--- src/rtl/triangle_word_serializer.sv ---
`default_nettype none
// ============================================================================
//  Module      : triangle_word_serializer
//  Description : Transmit side of the triangle word stream. Accepts one
//                Triangle3D + Color per valid/ready handshake, packs it into
//                six 32-bit data words and emits them into the outbound word
//                FIFO. Each frame is one FRAME_START word, 6 data words per
//                triangle (triangles back-to-back), then one FRAME_END word.
//  Revision    : 1.0 - initial release
// ----------------------------------------------------------------------------
//  Ports
//    clk              in   1    system clock
//    rst              in   1    synchronous reset, active-high
//    tri_valid        in   1    triangle + color presented
//    tri_last         in   1    presented triangle closes the frame
//    tri_vertices_in  in   144  {p.x,p.y,p.z,q.x,q.y,q.z,r.x,r.y,r.z}, 16b each
//    tri_color_in     in   24   {r,g,b}, 8b each
//    tri_ready        out  1    triangle accepted when tri_valid & tri_ready
//    word_ready       in   1    downstream buffer can take a word
//    word_out         out  32   stream word
//    word_valid       out  1    word_out valid; transfer = valid & ready
//    frame_open       out  1    FRAME_START sent, FRAME_END not yet sent
//    collision        out  1    1-cycle pulse: captured w0 equals FRAME_END
// ============================================================================
module triangle_word_serializer #(
  parameter logic [31:0] FRAME_START = 32'd0,
  parameter logic [31:0] FRAME_END   = 32'd1
) (
  input  logic         clk,
  input  logic         rst,
  input  logic         tri_valid,
  input  logic         tri_last,
  input  logic [143:0] tri_vertices_in,
  input  logic [23:0]  tri_color_in,
  output logic         tri_ready,
  input  logic         word_ready,
  output logic [31:0]  word_out,
  output logic         word_valid,
  output logic         frame_open,
  output logic         collision
);

  // --------------------------------------------------------------------------
  // State encoding
  // --------------------------------------------------------------------------
  localparam logic [2:0] S_IDLE  = 3'd0;
  localparam logic [2:0] S_START = 3'd1;
  localparam logic [2:0] S_DATA  = 3'd2;
  localparam logic [2:0] S_GAP   = 3'd3;
  localparam logic [2:0] S_END   = 3'd4;

  localparam logic [2:0] C_LAST_IDX = 3'd5;

  // --------------------------------------------------------------------------
  // Registers
  // --------------------------------------------------------------------------
  logic [2:0]  r_state;
  logic [2:0]  r_idx;
  logic        r_last;
  logic        r_collision;
  logic [31:0] r_w0, r_w1, r_w2, r_w3, r_w4, r_w5;

  // --------------------------------------------------------------------------
  // Field extraction from the input triangle and color
  // --------------------------------------------------------------------------
  logic [15:0] w_px, w_py, w_pz;
  logic [15:0] w_qx, w_qy, w_qz;
  logic [15:0] w_rx, w_ry, w_rz;
  logic [7:0]  w_cr, w_cg, w_cb;

  assign w_px = tri_vertices_in[143:128];
  assign w_py = tri_vertices_in[127:112];
  assign w_pz = tri_vertices_in[111:96];
  assign w_qx = tri_vertices_in[95:80];
  assign w_qy = tri_vertices_in[79:64];
  assign w_qz = tri_vertices_in[63:48];
  assign w_rx = tri_vertices_in[47:32];
  assign w_ry = tri_vertices_in[31:16];
  assign w_rz = tri_vertices_in[15:0];

  assign w_cr = tri_color_in[23:16];
  assign w_cg = tri_color_in[15:8];
  assign w_cb = tri_color_in[7:0];

  // --------------------------------------------------------------------------
  // Packed data words, computed from the live inputs and captured on accept
  // --------------------------------------------------------------------------
  logic [31:0] w_pack0, w_pack1, w_pack2, w_pack3, w_pack4, w_pack5;

  assign w_pack0 = {w_py, w_px};
  assign w_pack1 = {w_qx, w_pz};
  assign w_pack2 = {w_qz, w_qy};
  assign w_pack3 = {w_ry, w_rx};
  assign w_pack4 = {w_cg, w_cr, w_rz};
  assign w_pack5 = {24'h00_0000, w_cb};

  // --------------------------------------------------------------------------
  // Handshakes. tri_ready and word_valid are decoded from disjoint state
  // sets, so an accept and a word transfer can never happen in one cycle.
  // --------------------------------------------------------------------------
  logic w_accept;
  logic w_xfer;

  assign tri_ready  = (r_state == S_IDLE) || (r_state == S_GAP);
  assign word_valid = (r_state == S_START) || (r_state == S_DATA) ||
                      (r_state == S_END);
  assign w_accept   = tri_valid && tri_ready;
  assign w_xfer     = word_valid && word_ready;

  // The frame is open once FRAME_START has left and stays open until the
  // FRAME_END word has been transferred.
  assign frame_open = (r_state == S_DATA) || (r_state == S_GAP) ||
                      (r_state == S_END);
  assign collision  = r_collision;

  // --------------------------------------------------------------------------
  // Output word mux. Driven purely from registered state so that it is
  // stable under backpressure.
  // --------------------------------------------------------------------------
  logic [31:0] w_data_word;

  always_comb begin
    w_data_word = r_w0;
    case (r_idx)
      3'd0:    w_data_word = r_w0;
      3'd1:    w_data_word = r_w1;
      3'd2:    w_data_word = r_w2;
      3'd3:    w_data_word = r_w3;
      3'd4:    w_data_word = r_w4;
      3'd5:    w_data_word = r_w5;
      default: w_data_word = r_w0;
    endcase
  end

  always_comb begin
    word_out = 32'h0000_0000;
    case (r_state)
      S_START: word_out = FRAME_START;
      S_DATA:  word_out = w_data_word;
      S_END:   word_out = FRAME_END;
      default: word_out = 32'h0000_0000;
    endcase
  end

  // --------------------------------------------------------------------------
  // Capture registers
  // --------------------------------------------------------------------------
  always_ff @(posedge clk) begin
    if (rst) begin
      r_w0        <= 32'h0000_0000;
      r_w1        <= 32'h0000_0000;
      r_w2        <= 32'h0000_0000;
      r_w3        <= 32'h0000_0000;
      r_w4        <= 32'h0000_0000;
      r_w5        <= 32'h0000_0000;
      r_last      <= 1'b0;
      r_collision <= 1'b0;
    end else begin
      // Diagnostic only: a w0 equal to FRAME_END would be misread by the
      // receiver as the end of frame; the word is still sent unmodified.
      r_collision <= w_accept && (w_pack0 == FRAME_END);
      if (w_accept) begin
        r_w0   <= w_pack0;
        r_w1   <= w_pack1;
        r_w2   <= w_pack2;
        r_w3   <= w_pack3;
        r_w4   <= w_pack4;
        r_w5   <= w_pack5;
        r_last <= tri_last;
      end
    end
  end

  // --------------------------------------------------------------------------
  // Frame state machine
  // --------------------------------------------------------------------------
  always_ff @(posedge clk) begin
    if (rst) begin
      r_state <= S_IDLE;
      r_idx   <= 3'd0;
    end else begin
      case (r_state)
        S_IDLE: begin
          if (w_accept) begin
            r_state <= S_START;
            r_idx   <= 3'd0;
          end
        end

        S_START: begin
          if (w_xfer) begin
            r_state <= S_DATA;
            r_idx   <= 3'd0;
          end
        end

        S_DATA: begin
          if (w_xfer) begin
            if (r_idx == C_LAST_IDX) begin
              r_idx   <= 3'd0;
              r_state <= r_last ? S_END : S_GAP;
            end else begin
              r_idx <= r_idx + 3'd1;
            end
          end
        end

        // Between triangles of one frame: the next triangle continues the
        // frame directly with its data words, no new FRAME_START.
        S_GAP: begin
          if (w_accept) begin
            r_state <= S_DATA;
            r_idx   <= 3'd0;
          end
        end

        S_END: begin
          if (w_xfer) begin
            r_state <= S_IDLE;
          end
        end

        default: begin
          r_state <= S_IDLE;
          r_idx   <= 3'd0;
        end
      endcase
    end
  end

endmodule
`default_nettype wire

--- config.mk ---
export PLATFORM = sky130hd
export DESIGN_NAME = triangle_word_serializer
export DESIGN_NICKNAME = d
export VERILOG_FILES = /design/src/rtl/triangle_word_serializer.sv
export SDC_FILE = /design/constraint.sdc
export NUM_CORES = 1
export LEC_CHECK = 0
export ABC_AREA = 1
export CORE_MARGIN = 2
export CORE_UTILIZATION = 30
export CTS_CLUSTER_SIZE = 40
export DETAILED_ROUTE_END_ITERATION = 10
export HOLD_SLACK_MARGIN = 0.12
export PLACE_DENSITY_LB_ADDON = 0.08
export SYNTH_ARGS = -nofsm -noshare
export SYNTH_HDL_FRONTEND = slang
export SYNTH_SLANG_ARGS = --single-unit
--- constraint.sdc ---
create_clock -name clk -period 2.2 [get_ports clk]
set_clock_uncertainty 0.2 [all_clocks]
set_input_delay 0.44 -clock clk [delete_from_list [all_inputs] [get_ports clk]]
set_output_delay 0.44 -clock clk [all_outputs]
set_load 0.005 [all_outputs]
==> impl.org <==
** Pwr
- Across the VDD grid, the largest voltage drop is 632.4 uV.
- Static leakage :: 4.946 nW
- Power spread over the standard cell area amounts to 1335 nW/um^2.

** Global route
- The via count of the first global-routing pass is 7,742.
- Pin count of the biggest net entering global routing :: 82
- After global routing the overflow that remains totals 0.
- Global routing used 4.419% of the available met3 tracks.
- For this run, the total global-route usage over all layers was measured as 21.18%.
- For met1 alone, demand over resource in global routing was 29.21%.
- The number of antenna violations at the first check in global routing came to 2.
- For met2 alone, demand over resource in global routing was 33.61%.
- First-pass GRT wire length :: 43,370 um
- Most heavily used metal layer in global routing :: met2

** Die
- The die covers 26,960 um^2.
- 209 I/O pins were placed.
- In this run the vertical extent of the chip is 164.2 um.
- Measured along the x axis, the die boundary spans 164.2 um.
- Core area :: 25,180 um^2
- Starting density of the core :: 30.58%
- Cell row count :: 58

** CTS
- The H-tree was split into 4 levels.
- Num Clock Sinks :: 176
- Clock tree from TritonCTS :: yes
- Clock-pin slew was measured on the worst setup and hold paths at 70 ps.
- Clk Latency, worst-skew pair :: 420 ps
- Number of clock buffers inserted by TritonCTS :: 17
- The longest clock path from root to sink contains 2 buffers.
- Clk root buf :: clkbuf_16

** Place
- Placer congestion estimate :: 0.8480
- At the placement stage, the worst setup path has a slack of -427.8 ps.
- Port buffering added 208 buffers.
- Counting tap cells, the placed design contains a total of 1,665 instances.
- Detailed placement ended at an HPWL of 20,270 um.

** Critical path
- Of all nets on the critical path, the largest fanout is 5.
- The critical path is of the flip-flop to output port type.
- Reg2Reg Depth :: 10
- The worst register-to-register path begins at r_state[0].
- At the worst endpoint, the required time is 1560 ps.
- Data arrives at the worst endpoint at 2010 ps.
- The worst setup path is captured at an output port.
- Slack of the worst reg-to-reg path :: 140 ps
- Critical Path Start Type :: flip-flop
- The worst register-to-register path ends at r_w3[19].

** STA
- Max-slew violation count :: 0
- Setup repair after global routing could not meet its margin everywhere.
- At the pin with the least slew margin, the transition time is 364.0 ps.
- Total count of hold-check failures in the final report :: 0
- In the post-route analysis, the smallest setup slack over all paths is -449.8 ps.
- Min Tclk post-route :: 2650 ps
- Period utilisation layout :: 120.4%
- Setup violations remaining at the end of the flow were counted as 32.
- Headroom to the max-slew limit came out at 75.74%.
- Static timing analysis puts the maximum clock frequency at 377.4 MHz.
- Hold is met by 255.0 ps.

** Flow run
- Max-cap violations in this run came to 0.

** Detailed routing
- Total routed wirelength :: 28,230 um
- In the final routed layout, each cell accounts on average for 16.19 um.
- Once detail routing completed, the nets flagged for antenna violations numbered 0.
- For this block, the initial DRC count from the detailed router was 407.
- Total via count in the routed design :: 8,017
- DR vias/cell :: 4.597
- Count of TritonRoute iterations in the first routing pass :: 5
- In the routed design, unresolved DRC markers number 0.

** Yosys
- Synthesized netlist cell count :: 1,148
- Distinct cell type count of the synthesized netlist :: 26
- The synthesized design contains 176 register bits.
- In this run the cell area of the synthesized design comes to 7700 um^2.
- Counting every net in the synthesized netlist gives 1,322.
- A synthesized cell averages 6.707 um^2.
- Summing the sequential cell areas from Yosys gives 45.76% of the chip area.
- Number of synthesis warnings :: 0

** Hold path
- The path with the worst hold slack has its endpoint at r_w0[10].
- Hold Path Class :: flip-flop to flip-flop
- Counting instances, the worst hold path has a depth of 2.
- The startpoint identified for the worst hold timing path is r_w0[10].

** Layout
- Relative to the synthesized area, the layout overhead comes to 54.78%.
- Post-Layout Cell Count :: 1,744
- The net count of the finished layout is 1,574.
- Leaving out fill and tap cells, the most frequent cell in the layout is nor2_1.
- Commonest cells after routing, fill and taps aside :: nor2_1 (356), dfxtp_1 (173), clkdlybuf4s50_1 (173)
- Share of post-route cells with drive strength above 1 :: 20.24%

** Status
- The flow ran to the end, but the final reports show violations.
- The checks that failed: negative setup slack.
[worst max-delay path, cell delays in order (launching register included)]
cell and delay (ps):
dfxtp_2 330, buf_6 130, nor3_4 210, buf_6 140, buf_6 100, buf_6 100
buf_6 110, buf_4 110, nand2_4 40, nand3_4 60, nor2_4 50, nor2_2 80
buf_2 120
[cells in the mapped netlist (all sizes together)]
library cell	n	area, um^2
o21ai	192	960.9
a21oi	40	200.2
nor3	2	15.01
clkbuf	36	135.1
inv	38	145.1
clkinv	1	3.750
ha	1	12.51
buf	41	272.8
or2	1	6.260
dfxtp	176	3523
nor2	388	1459
nor4	1	6.260
nand4	16	100.1
nand3	30	155.1
nand2	185	704.4
[state kept, by name, summed over array words and instances, names as in the netlist]
| signal | count |
|---|---|
| r_w3 | 32 |
| r_w0 | 32 |
| collision | 1 |
| r_last | 1 |
| r_state | 3 |
| r_w5 | 8 |
| r_idx | 3 |
| r_w4 | 32 |
| r_w2 | 32 |
| r_w1 | 32 |
[through the flow]
step	instance area, um^2	utilization, %	total power (W)	TNS (ps)
final	11920	47.33	0.01591	-12170
after global routing	11920	47.32	0.01701	-15480
after CTS	11760	46.69	0.01575	-13050
after detailed placement	10390	41.26	0.01100	-11610
after global placement	10390	41.26	0.01095	-10610
after floorplan	7700	-	0.008381	0
[area by class of cell]
class | count | area, um^2
Fill cell | 2572 | 13260
Multi-Input combinational cell | 856 | 4172
Sequential cell | 176 | 3527
Timing Repair Buffer | 310 | 3078
Clock buffer | 20 | 456.7
Tap cell | 330 | 412.9
Inverter | 39 | 161.4
Clock inverter | 12 | 107.6
Antenna cell | 1 | 2.502
[per-layer routing]
metal  vias up  share of wire (%)  wire length [um]
met3        28                6.1              1710
met4         0                1.8               517
met5         -                  0                 0
met1      3622                 48             13490
met2       190                 44             12520
li1       4177                  -                 -
[power by group]
| part | switching, W | internal [W] |
|---|---|---|
| Combinational | 0.00451 | 0.00370 |
| Sequential | 0.000557 | 0.00421 |
| Clock | 0.00131 | 0.00162 |
[kinds of logic after synthesis]
| logic type | share of synthesized area [%] |
|---|---|
| AND/OR/NAND/NOR | 31.77 |
| AO/OA/AOI/OAI | 15.08 |
| adder cells (fa/ha/maj) | 0.1625 |
| buffers and inverters | 7.231 |
| flip-flops | 45.76 |
[worst max path at each step]
stage | start | endpoint | cells after the start
after floorplan | r_idx[1] | word_out[29] | 9
after global placement | r_idx[2] | word_out[5] | 9
after detailed placement | r_idx[2] | word_out[12] | 10
after CTS | r_idx[1] | word_out[12] | 12
after global routing | r_idx[1] | word_out[12] | 11
final | r_idx[0] | word_out[5] | 12
[what timing repair did]
item                                    4_1_cts  5_1_grt
pin swaps                                    63       52
gates cloned                                  3        0
resized for setup                           310       53
buffers inserted                             46        8
endpoints found under the setup margin       35       35
hold buffers                                  0        0
Power figures use the tool's default switching activity.
